[config.mk]
export PLATFORM = sky130hd
export DESIGN_NAME = pipe_hazard_ctrl
export DESIGN_NICKNAME = d
export VERILOG_FILES = /design/src/rtl/pipe_hazard_ctrl_pkg.sv /design/src/rtl/pipe_hazard_ctrl_hazard_match.sv /design/src/rtl/pipe_hazard_ctrl.sv
export SDC_FILE = /design/constraint.sdc
export NUM_CORES = 1
export LEC_CHECK = 0
export CORE_MARGIN = 3
export CORE_UTILIZATION = 41
export CTS_CLUSTER_SIZE = 14
export DETAILED_ROUTE_END_ITERATION = 16
export HOLD_SLACK_MARGIN = 0.05
export PLACE_DENSITY = 0.76
export SLEW_MARGIN = 0
export SYNTH_ARGS = -nofsm -noshare
export SYNTH_HDL_FRONTEND = slang
export SYNTH_SLANG_ARGS = --single-unit
export TNS_END_PERCENT = 5
[constraint.sdc]
create_clock -name clk -period 2.15 [get_ports clk]
set_input_delay 0.3225 -clock clk [delete_from_list [all_inputs] [get_ports clk]]
set_output_delay 0.3225 -clock clk [all_outputs]
set_load 0.05 [all_outputs]
[src/rtl/pipe_hazard_ctrl_pkg.sv]
// Shared types for the 3-stage pipeline hazard controller.
// Holds FSM state encoding, forward-select encoding and the NOP word.
package pipe_ctrl_pkg;

    typedef enum logic [1:0] {
        RUN,
        STALL,
        DRAIN
    } hz_state_e;

    typedef enum logic [1:0] {
        FWD_RF,
        FWD_ALU,
        FWD_LD
    } fwd_sel_e;

    localparam logic [31:0] NOP_INSTR = 32'h00000013;

endpackage

[src/rtl/pipe_hazard_ctrl_hazard_match.sv]
// hazard_match: flags a D/E source operand written by the M/W instruction.
// Ports: i_use, i_rs, i_rd, i_reg_wr in; o_match out (x0 never matches).
module hazard_match (
    input  logic       i_use,
    input  logic [4:0] i_rs,
    input  logic [4:0] i_rd,
    input  logic       i_reg_wr,
    output logic       o_match
);

    assign o_match = i_use & i_reg_wr
                   & (i_rd == i_rs)
                   & (i_rd != 5'd0);

endmodule

[src/rtl/pipe_hazard_ctrl.sv]
// pipe_hazard_ctrl: forwarding, load-use stall, flush/bubble and stall count.
// In: clk, rst(async low), D/E sources, M/W dest, br_taken. Out: fwd, enables.
module pipe_hazard_ctrl
    import pipe_ctrl_pkg::*;
#(
    parameter int LOAD_LAT = 1,
    parameter int CNT_W    = 16
) (
    input  logic             clk,
    input  logic             rst,
    input  logic [4:0]       de_rs1_i,
    input  logic [4:0]       de_rs2_i,
    input  logic             de_use_rs1_i,
    input  logic             de_use_rs2_i,
    input  logic [4:0]       mw_rd_i,
    input  logic             mw_reg_wr_i,
    input  logic             mw_is_load_i,
    input  logic             br_taken_i,
    output logic [1:0]       fwd_a_o,
    output logic [1:0]       fwd_b_o,
    output logic             pc_en_o,
    output logic             fd_en_o,
    output logic             fd_flush_o,
    output logic             de_bubble_o,
    output logic [CNT_W-1:0] stall_cnt_o
);

    hz_state_e        r_state;
    hz_state_e        w_nxt_state;
    logic [2:0]       r_cnt;
    logic [2:0]       w_nxt_cnt;
    logic [CNT_W-1:0] r_stall_cnt;

    logic     w_match_a;
    logic     w_match_b;
    logic     w_ld_use;
    fwd_sel_e w_fwd_a;
    fwd_sel_e w_fwd_b;
    logic     w_pc_en;
    logic     w_fd_en;
    logic     w_flush;
    logic     w_bubble;

    hazard_match u_match_a (
        .i_use    (de_use_rs1_i),
        .i_rs     (de_rs1_i),
        .i_rd     (mw_rd_i),
        .i_reg_wr (mw_reg_wr_i),
        .o_match  (w_match_a)
    );

    hazard_match u_match_b (
        .i_use    (de_use_rs2_i),
        .i_rs     (de_rs2_i),
        .i_rd     (mw_rd_i),
        .i_reg_wr (mw_reg_wr_i),
        .o_match  (w_match_b)
    );

    assign w_ld_use = (w_match_a | w_match_b) & mw_is_load_i;

    always_comb begin
        w_nxt_state = r_state;
        w_nxt_cnt   = r_cnt;
        w_fwd_a     = FWD_RF;
        w_fwd_b     = FWD_RF;
        w_pc_en     = 1'b1;
        w_fd_en     = 1'b1;
        w_flush     = 1'b0;
        w_bubble    = 1'b0;
        unique case (r_state)
            RUN: begin
                if (w_ld_use) begin
                    // Load moves on to M/W; branch operands not valid yet.
                    w_pc_en = 1'b0;
                    w_fd_en = 1'b0;
                    if (LOAD_LAT == 1) begin
                        w_nxt_state = DRAIN;
                    end else begin
                        w_nxt_state = STALL;
                        w_nxt_cnt   = 3'(LOAD_LAT - 1);
                    end
                end else begin
                    w_fwd_a = w_match_a ? FWD_ALU : FWD_RF;
                    w_fwd_b = w_match_b ? FWD_ALU : FWD_RF;
                    w_flush = br_taken_i;
                end
            end
            STALL: begin
                w_pc_en   = 1'b0;
                w_fd_en   = 1'b0;
                w_bubble  = 1'b1;
                w_nxt_cnt = r_cnt - 3'd1;
                if (r_cnt <= 3'd1) begin
                    w_nxt_state = DRAIN;
                end
            end
            DRAIN: begin
                w_fwd_a     = w_match_a ? FWD_LD : FWD_RF;
                w_fwd_b     = w_match_b ? FWD_LD : FWD_RF;
                w_flush     = br_taken_i;
                w_nxt_state = RUN;
            end
            default: begin
                w_nxt_state = RUN;
            end
        endcase
        // Hold outputs at their idle values while reset is low.
        if (!rst) begin
            w_fwd_a  = FWD_RF;
            w_fwd_b  = FWD_RF;
            w_pc_en  = 1'b1;
            w_fd_en  = 1'b1;
            w_flush  = 1'b0;
            w_bubble = 1'b0;
        end
    end

    always_ff @(posedge clk or negedge rst) begin
        if (!rst) begin
            r_state     <= RUN;
            r_cnt       <= 3'd0;
            r_stall_cnt <= '0;
        end else begin
            r_state <= w_nxt_state;
            r_cnt   <= w_nxt_cnt;
            if (!w_pc_en && (r_stall_cnt != '1)) begin
                r_stall_cnt <= r_stall_cnt + 1'b1;
            end
        end
    end

    assign fwd_a_o     = w_fwd_a;
    assign fwd_b_o     = w_fwd_b;
    assign pc_en_o     = w_pc_en;
    assign fd_en_o     = w_fd_en;
    assign fd_flush_o  = w_flush;
    assign de_bubble_o = w_bubble;
    assign stall_cnt_o = r_stall_cnt;

endmodule

Word level (Yosys, flattened, before mapping) --
Index checks and enable logic that the tools add are counted.
Storage, ports and cells: bits in latches 0, memory bits (writable) 0, bits in read-only memories 0, word-level logic and storage cells 47, memories 0, flip-flop bits (word level) 21, output and inout port bits 24
Operators by class: multiplexer cells 21, shifts and indexed selects 0, order comparisons 1, add/sub/neg operators 2, div/mod/pow operators 0, multiply operators 0, equality and inequality tests 7, bitwise gates (word level) 8, reduce and logical (&&, ||, !) cells 5
Operator list (count):
- $add A16 B1 Y16 const B | 1
- $ne A16 B16 Y1 const B | 1
- $mux W2 | 6
- $pmux W2 S2 | 3
- $eq A5 B5 Y1 | 2
- $mux W1 | 10
- $and A1 B1 Y1 | 7
- $reduce_bool A5 Y1 | 1
- $ne A2 B2 Y1 const B | 2
- $pmux W1 S2 | 2
- $le A3 B1 Y1 const B | 1
- $sub A3 B1 Y3 const B | 1
- $eq A2 B1 Y1 const B | 1
- $eq A2 B2 Y1 const B | 1
- $logic_not A2 Y1 | 1
- $reduce_and A2 Y1 | 1
- $logic_and A1 B1 Y1 | 1
- $logic_not A1 Y1 | 1
- $or A1 B1 Y1 | 1

Longest topological paths before layout --
Gate-level depths: netlist (run 1).
depth in word-level cells 10, gate-level depth with buffers 7, gate-level depth less buffers 6

Cells and area by module --
From an unflattened synthesis (run 1), not the netlist that was laid out.
Unflattened totals: cell total of the unflattened synthesis 104, area total of the unflattened synthesis 1083.5 um2
By module, submodules not included:
- pipe_hazard_ctrl | instances 1, seq. area each 425.4 um2, cells each 84, area each 930.9 um2
- hazard_match | instances 2, seq. area each 0.0 um2, cells each 10, area each 76.3 um2

Worst setup path before layout (run 1) --
OpenSTA, ideal clock, no wires.
path type input-to-output, start input mw_rd_i[1], end output fd_flush_o, cell stages on the path 5, slack -0.193 ns, arrival time 2.021 ns, buffers on the path 0, cell sequence or4_1 > o21ai_0 > nor2_1 > and3_1 > nor2_1
Between the ends: longest elaborated chain between the ends 8, elaborated cells between the ends (all ways) 12, those cells by class 2 x eq/ne; 3 x mux; 6 x bitwise; 1 x reduce/logical
RTL lines:
- from (decl) | RTL line pipe_hazard_ctrl.sv:15 | input logic [4:0] mw_rd_i,
- $eq A5 B5 Y1 | RTL line pipe_hazard_ctrl_hazard_match.sv:12 | & (i_rd == i_rs)
- $and A1 B1 Y1 | RTL line pipe_hazard_ctrl_hazard_match.sv:12
- $and A1 B1 Y1 | RTL line pipe_hazard_ctrl_hazard_match.sv:13 | & (i_rd != 5'd0);
- $or A1 B1 Y1 * | RTL line pipe_hazard_ctrl.sv:60 | assign w_ld_use = (w_match_a | w_match_b) & mw_is_load_i;
- $and A1 B1 Y1 * | RTL line pipe_hazard_ctrl.sv:60
- $mux W1 * | RTL line pipe_hazard_ctrl.sv:73 | if (w_ld_use) begin
- $pmux W1 S2 * | RTL line pipe_hazard_ctrl.sv:71 | unique case (r_state)
- $mux W1 * | RTL line pipe_hazard_ctrl.sv:109 | if (!rst) begin
- to (decl) | RTL line pipe_hazard_ctrl.sv:23 | output logic fd_flush_o,
Mark *: on every way between the ends. The rest lies on a longest branch, timed or not.

Worst setup path in the final report (run 1) --
start input mw_rd_i[3], end output fd_flush_o
Same word-level chain as after synthesis.

==> results of run 1 <==
[final cells by class]
cell class / instances / area share
clock buffer: 3 / 0.01310
sequential: 17 / 0.2475
timing repair buffer: 62 / 0.3595
tap: 28 / 0.02038
clock inverter: 1 / 0.002911
inverter: 1 / 0.002183
multi-input combinational: 84 / 0.3544
[per-layer routing]
layer,wire length [um],share of wire,track usage
met5,0,0,0
met4,48,0.017,0.06102
met3,193,0.068,0.03248
met2,1352,0.48,0.3088
met1,1243,0.44,0.2507
[metrics by stage]
stage / hold WS [ps] / instances / util / setup TNS, ps
global route: 418.2 / 196 / 0.7484 / -9.095
CTS: 410.8 / 195 / 0.7353 / 0
finish: 405.7 / 196 / 0.7484 / 0
floorplan: 26.91 / 106 / - / -396.9
detailed placement: 481.6 / 188 / 0.7059 / -3641
global placement: 473.8 / 188 / 0.7059 / -3525
[timing repair]
item	in CTS	in global routing
pin swaps	10	6
endpoints found under the setup margin	7	6
setup buffers	3	1
resized for setup	16	15
[power breakdown]
group          internal, W  switching [W]
clock            0.0000692       0.000103
sequential        0.000326     0.00000873
combinational    0.0000739      0.0000766
total             0.000469       0.000188
[sequential cells by signal (all words and copies together) (netlist names)]
| register | cells |
|---|---|
| stall_cnt_o | 16 |
| r_state | 1 |
[synthesized netlist by cell type, drive strengths merged, types with 2 or more instances]
master / instances
dfrtp: 17
xnor2: 12
xor2: 12
nand3: 11
nor2: 9
nand4: 8
and3: 6
nand2: 6
nor3: 6
buf: 4
mux2: 2
nor4: 2
[worst max-delay path, stage by stage]
cell	delay, ps
dlygate4sd2_1	270
xor2_1	170
nor4_1	310
nand3_1	200
nand2_1	140
and3_4	210
nor2_4	40
buf_12	140
[worst paths after layout]
| kind | from | end | slack [ps] | depth (start not counted) |
|---|---|---|---|---|
| worst min-delay path | rst | r_state[1] | 410 | 2 |
| worst max-delay path | mw_rd_i[3] | fd_flush_o | 40 | 8 |
| min in group clk | stall_cnt_o[7] | stall_cnt_o[7] | 500 | 1 |
| max in group asynchronous | rst | stall_cnt_o[15] | 1550 | 2 |
| worst min register to register | stall_cnt_o[7] | stall_cnt_o[7] | 500 | 1 |
| worst max register to register | stall_cnt_o[10] | stall_cnt_o[1] | 220 | 5 |
[kinds of logic (layout without fill, tap and decap cells)]
family          count (synthesis)  after routing  synth area share
compound gates                  4              4           0.03641
xor+xnor                       24             24            0.2039
fa+ha+maj                       1              1           0.01213
buf+inv                         5             67           0.02791
flops                          17             17            0.4126
mux                             2              2           0.02184
other cells                     1              1          0.003637
simple gates                   52             52            0.2816
==> impl_metrics.csv, run 1 <==
group,metric,value,unit
status,outcome,"complete, no violations",
clocking,clk_path_buf_depth,2,
clocking,htree_levels,1,
layout,multi_input_area,609.3,um^2
synth,ys_top_cells_by_area,"dfrtp_1, xnor2_1, xor2_1",
synth,netlist_instances,106,
grt,antenna_found_initial,0,
layout,mostFrequentLayoutCells,"clkdlybuf4s50_1, buf_4, dfrtp_1",
placed_design,numPortBuffers,44,
clocking,clk_latency,290,ps
synth,synth_nets,129,
critical_path,cp-end-kind,"output pin",
sta,slew_violations,0,
placed_design,hpwlAfterDp,2070,um
floorplan,rows,17,
drt,drtIter0Drc,27,
layout,layout_commonest_cell,"clkdlybuf4s50_1",
sta,setup-violations-final,0,
synth,synth_edf_count,0,
power_and_ir_drop,powerDensity,382.2,nW/um^2
grt,track_usage,0.1886,
drt,drt_wl_total,2838,um
critical_path,cp-start-kind,"primary input",
critical_path,arrival,1790,ps
drt,route.detailed.drc,0,
clocking,cts_tree,"yes",
drt,first_pass_iters,4,
placed_design,gp_congestion,0.9176,
sta,max_freq,0.4729,GHz
sta,final_hold_viol_count,0,
layout,stdcell_area,1719,um^2
placed_design,post-place-ws,-273.7,ps
placed_design,place_area,1622,um^2
grt,grt_pass1_vias,1044,
grt,grt_pass1_wl,4781,um
critical_path,criticalPathCategory,"in2out",
layout,syn_to_final_growth,66.75,%
sta,worst_pin_slew,499.7,ps
synth,ys_dominant_reg_cell,"dfrtp_1",
synth,seq_area_frac_synth,0.4126,
drt,vias,1071,
drt,ant_nets,0,
sta,period_share,0.9835,
layout,n_fill_cell,171,
grt,globalRouteOverflowTotal,0,
layout,nets,192,
sta,fin_crit,2115,ps
clocking,hold_buffers,0,
clocking,cts_buffers,3,
worst_hold_path,min_path_type,"in2async",
sta,clock_skew,0.8891,ps
synth,synth.distinct_cells,28,
clocking,clock_sinks,17,
floorplan,fp.dieW,56.15,um
floorplan,io_pins,46,
clocking,clkTransAtPathRegs,100,ps
grt,grt_max_degree,21,
synth,synth_top_area_share,0.4126,
sta,fin_ws,35.48,ps
drt,wire_per_inst,14.48,um
drt,vias_per_cell,5.464,
critical_path,path_max_fanout,3,
critical_path,required,1830,ps
floorplan,die_h,56.15,um
synth,synth_area_leader_cell,"dfrtp_1",
synth,synth-async-reset-ratio,1.000,
power_and_ir_drop,vdd_drop_max,0.0004309,V
layout,register_area,425.4,um^2
synth,syn_avg_cell_area,9.726,um^2
power_and_ir_drop,power,0.0006570,W
synth,netlist_area,1031,um^2
floorplan,core_area,2297,um^2
floorplan,start_util,0.4488,
layout,drive_above_1_share,0.2560,
clocking,ctsRootBufferMaster,"clkbuf_4",
sta,slew_headroom,0.6658,
synth,yosysWarnings,0,
run,drv_cap,0,
synth,ys_ff_latch,17,
power_and_ir_drop,leakage,0.7909,nW
floorplan,die_area,3152,um^2
layout,diodes,0,
Note: power is estimated with default switching activity, not from simulation.
==> run 2: changes to the inputs <==
--- a/config.mk
+++ b/config.mk
@@ -11,6 +11,7 @@
 export DETAILED_ROUTE_END_ITERATION = 16
 export HOLD_SLACK_MARGIN = 0.05
 export PLACE_DENSITY = 0.76
+export SKIP_CTS_REPAIR_TIMING = 1
 export SLEW_MARGIN = 0
 export SYNTH_ARGS = -nofsm -noshare
 export SYNTH_HDL_FRONTEND = slang
==> impl_metrics.csv, run 2 (same netlist as run 1, synthesis figures left out) <==
group,metric,value,unit
sta,final_hold_viol_count,0,
layout,diodes,0,
sta,fin_ws,63.02,ps
placed_design,post-place-ws,-273.7,ps
critical_path,path_max_fanout,4,
layout,multi_input_area,623.1,um^2
sta,slew_headroom,0.6658,
critical_path,startpoint,"mw_rd_i[0]",
critical_path,criticalPathCategory,"in2out",
floorplan,rows,17,
drt,first_pass_iters,5,
critical_path,rr_startpoint,"stall_cnt_o[10]",
layout,register_area,425.4,um^2
layout,n_fill_cell,163,
clocking,cts_tree,"yes",
critical_path,crit_chain,"dlymetal6s2s_1 > xor2_1 > nor4_1 > nand3_1 > buf_4 > nor2_1 > buf_4",
floorplan,core_area,2297,um^2
drt,vias_per_cell,5.541,
power_and_ir_drop,power,0.0006635,W
layout,largest_reg_flops,16,
sta,clock_skew,0.5720,ps
grt,grt_pass1_wl,4595,um
layout,mostFrequentLayoutCells,"clkdlybuf4s50_1, buf_4, dfrtp_1",
grt,grt_max_degree,21,
critical_path,slowest_delay,310,ps
layout,syn_to_final_growth,70.75,%
clocking,clk_latency,290,ps
run,drv_cap,0,
clocking,clk_path_buf_depth,2,
clocking,htree_levels,1,
drt,ant_nets,0,
floorplan,start_util,0.4488,
sta,max_freq,0.4792,GHz
critical_path,cpMostUsedCell,"buf_4",
grt,grt_pass1_vias,1003,
critical_path,critPathBufInv,3,
sta,setup-violations-final,0,
sta,holdWs,410.0,ps
power_and_ir_drop,powerDensity,376.9,nW/um^2
power_and_ir_drop,leakage,0.8493,nW
floorplan,io_pins,46,
clocking,cts_buffers,3,
critical_path,reg2regPathDepth,5,
critical_path,arrival,1760,ps
status,outcome,"complete, no violations",
drt,drt_wl_total,2988,um
layout,final_cell_count_no_fill,196,
layout,stdcell_area,1760,um^2
drt,route.detailed.drc,0,
placed_design,numPortBuffers,44,
floorplan,fp.dieW,56.15,um
floorplan,die_h,56.15,um
drt,vias,1086,
sta,slew_violations,0,
placed_design,gp_congestion,0.9176,
critical_path,cp-start-kind,"primary input",
clocking,clkTransAtPathRegs,100,ps
critical_path,slowest_stage,"nor4_1",
grt,globalRouteOverflowTotal,0,
clocking,ctsRootBufferMaster,"clkbuf_4",
critical_path,cp.depth,7,
drt,drtIter0Drc,35,
sta,fin_crit,2087,ps
sta,period_share,0.9707,
layout,drive_above_1_share,0.2619,
grt,track_usage,0.1809,
worst_hold_path,min_path_type,"in2async",
drt,wire_per_inst,15.24,um
layout,nets,192,
grt,antenna_found_initial,0,
floorplan,die_area,3152,um^2
critical_path,cp-end-kind,"output pin",
critical_path,required,1830,ps
layout,layout_commonest_cell,"clkdlybuf4s50_1",
sta,worst_pin_slew,499.7,ps
critical_path,path_delay_family,"simple AND/OR/NAND/NOR gates",
placed_design,hpwlAfterDp,2070,um
placed_design,dp.cells,188,
power_and_ir_drop,vdd_drop_max,0.0004334,V
clocking,clock_sinks,17,
placed_design,place_area,1622,um^2
-- run 2: changes by cell type in the layout (fill, tap and decap cells not counted), sizes merged --
cell and delta:
dlymetal6s2s +7, dlygate4sd2 -3, clkdlybuf4s15 -3, clkdlybuf4s50 +1
clkbuf -2
-- run 2: layout make-up --
type                            count  area share
Timing Repair Buffer               62      0.3667
Multi-Input combinational cell     84      0.3539
Sequential cell                    17      0.2416
Tap cell                           28     0.01990
Clock buffer                        3     0.01279
Clock inverter                      1    0.002843
Inverter                            1    0.002132
-- run 2: path summary, 6_finish.rpt --
kind,endpoint,slack (ps)
worst max-delay path,fwd_a_o[0],60
worst min-delay path,stall_cnt_o[15],410
worst max register to register,stall_cnt_o[1],210
worst min register to register,stall_cnt_o[7],490
max in group asynchronous,stall_cnt_o[3],1540
min in group clk,stall_cnt_o[7],490
-- run 2: where the power goes --
part / total, W / internal [W] / switching [W]
registers: 0.000334 / 0.000326 / 0.00000876
logic: 0.000157 / 0.0000770 / 0.0000798
clock network: 0.000172 / 0.0000692 / 0.000103
-- run 2: metrics by stage --
| step | TNS, ps | util |
|---|---|---|
| 3_3_place_gp | -3525 | 0.7059 |
| 5_1_grt | -110.5 | 0.7663 |
| 3_5_place_dp | -3641 | 0.7059 |
| 6_report | 0 | 0.7663 |
| 2_1_floorplan | -396.9 | - |
| 4_1_cts | -1402 | 0.7179 |
-- run 2: routing by layer --
metal	global-route usage	vias up	routed length, um
li1	-	503	-
met1	0.2450	525	1339
met2	0.2871	52	1402
met3	0.03480	6	203
met4	0.06102	0	42
met5	0	-	0
-- run 2: worst reg2reg max path: cells and delay by family, from the launching register on --
kind	cells	cell delay, ps
AOI/OAI and AO/OA	2	600
muxes	1	320
and+or+nand+nor	2	480
DFF	1	430
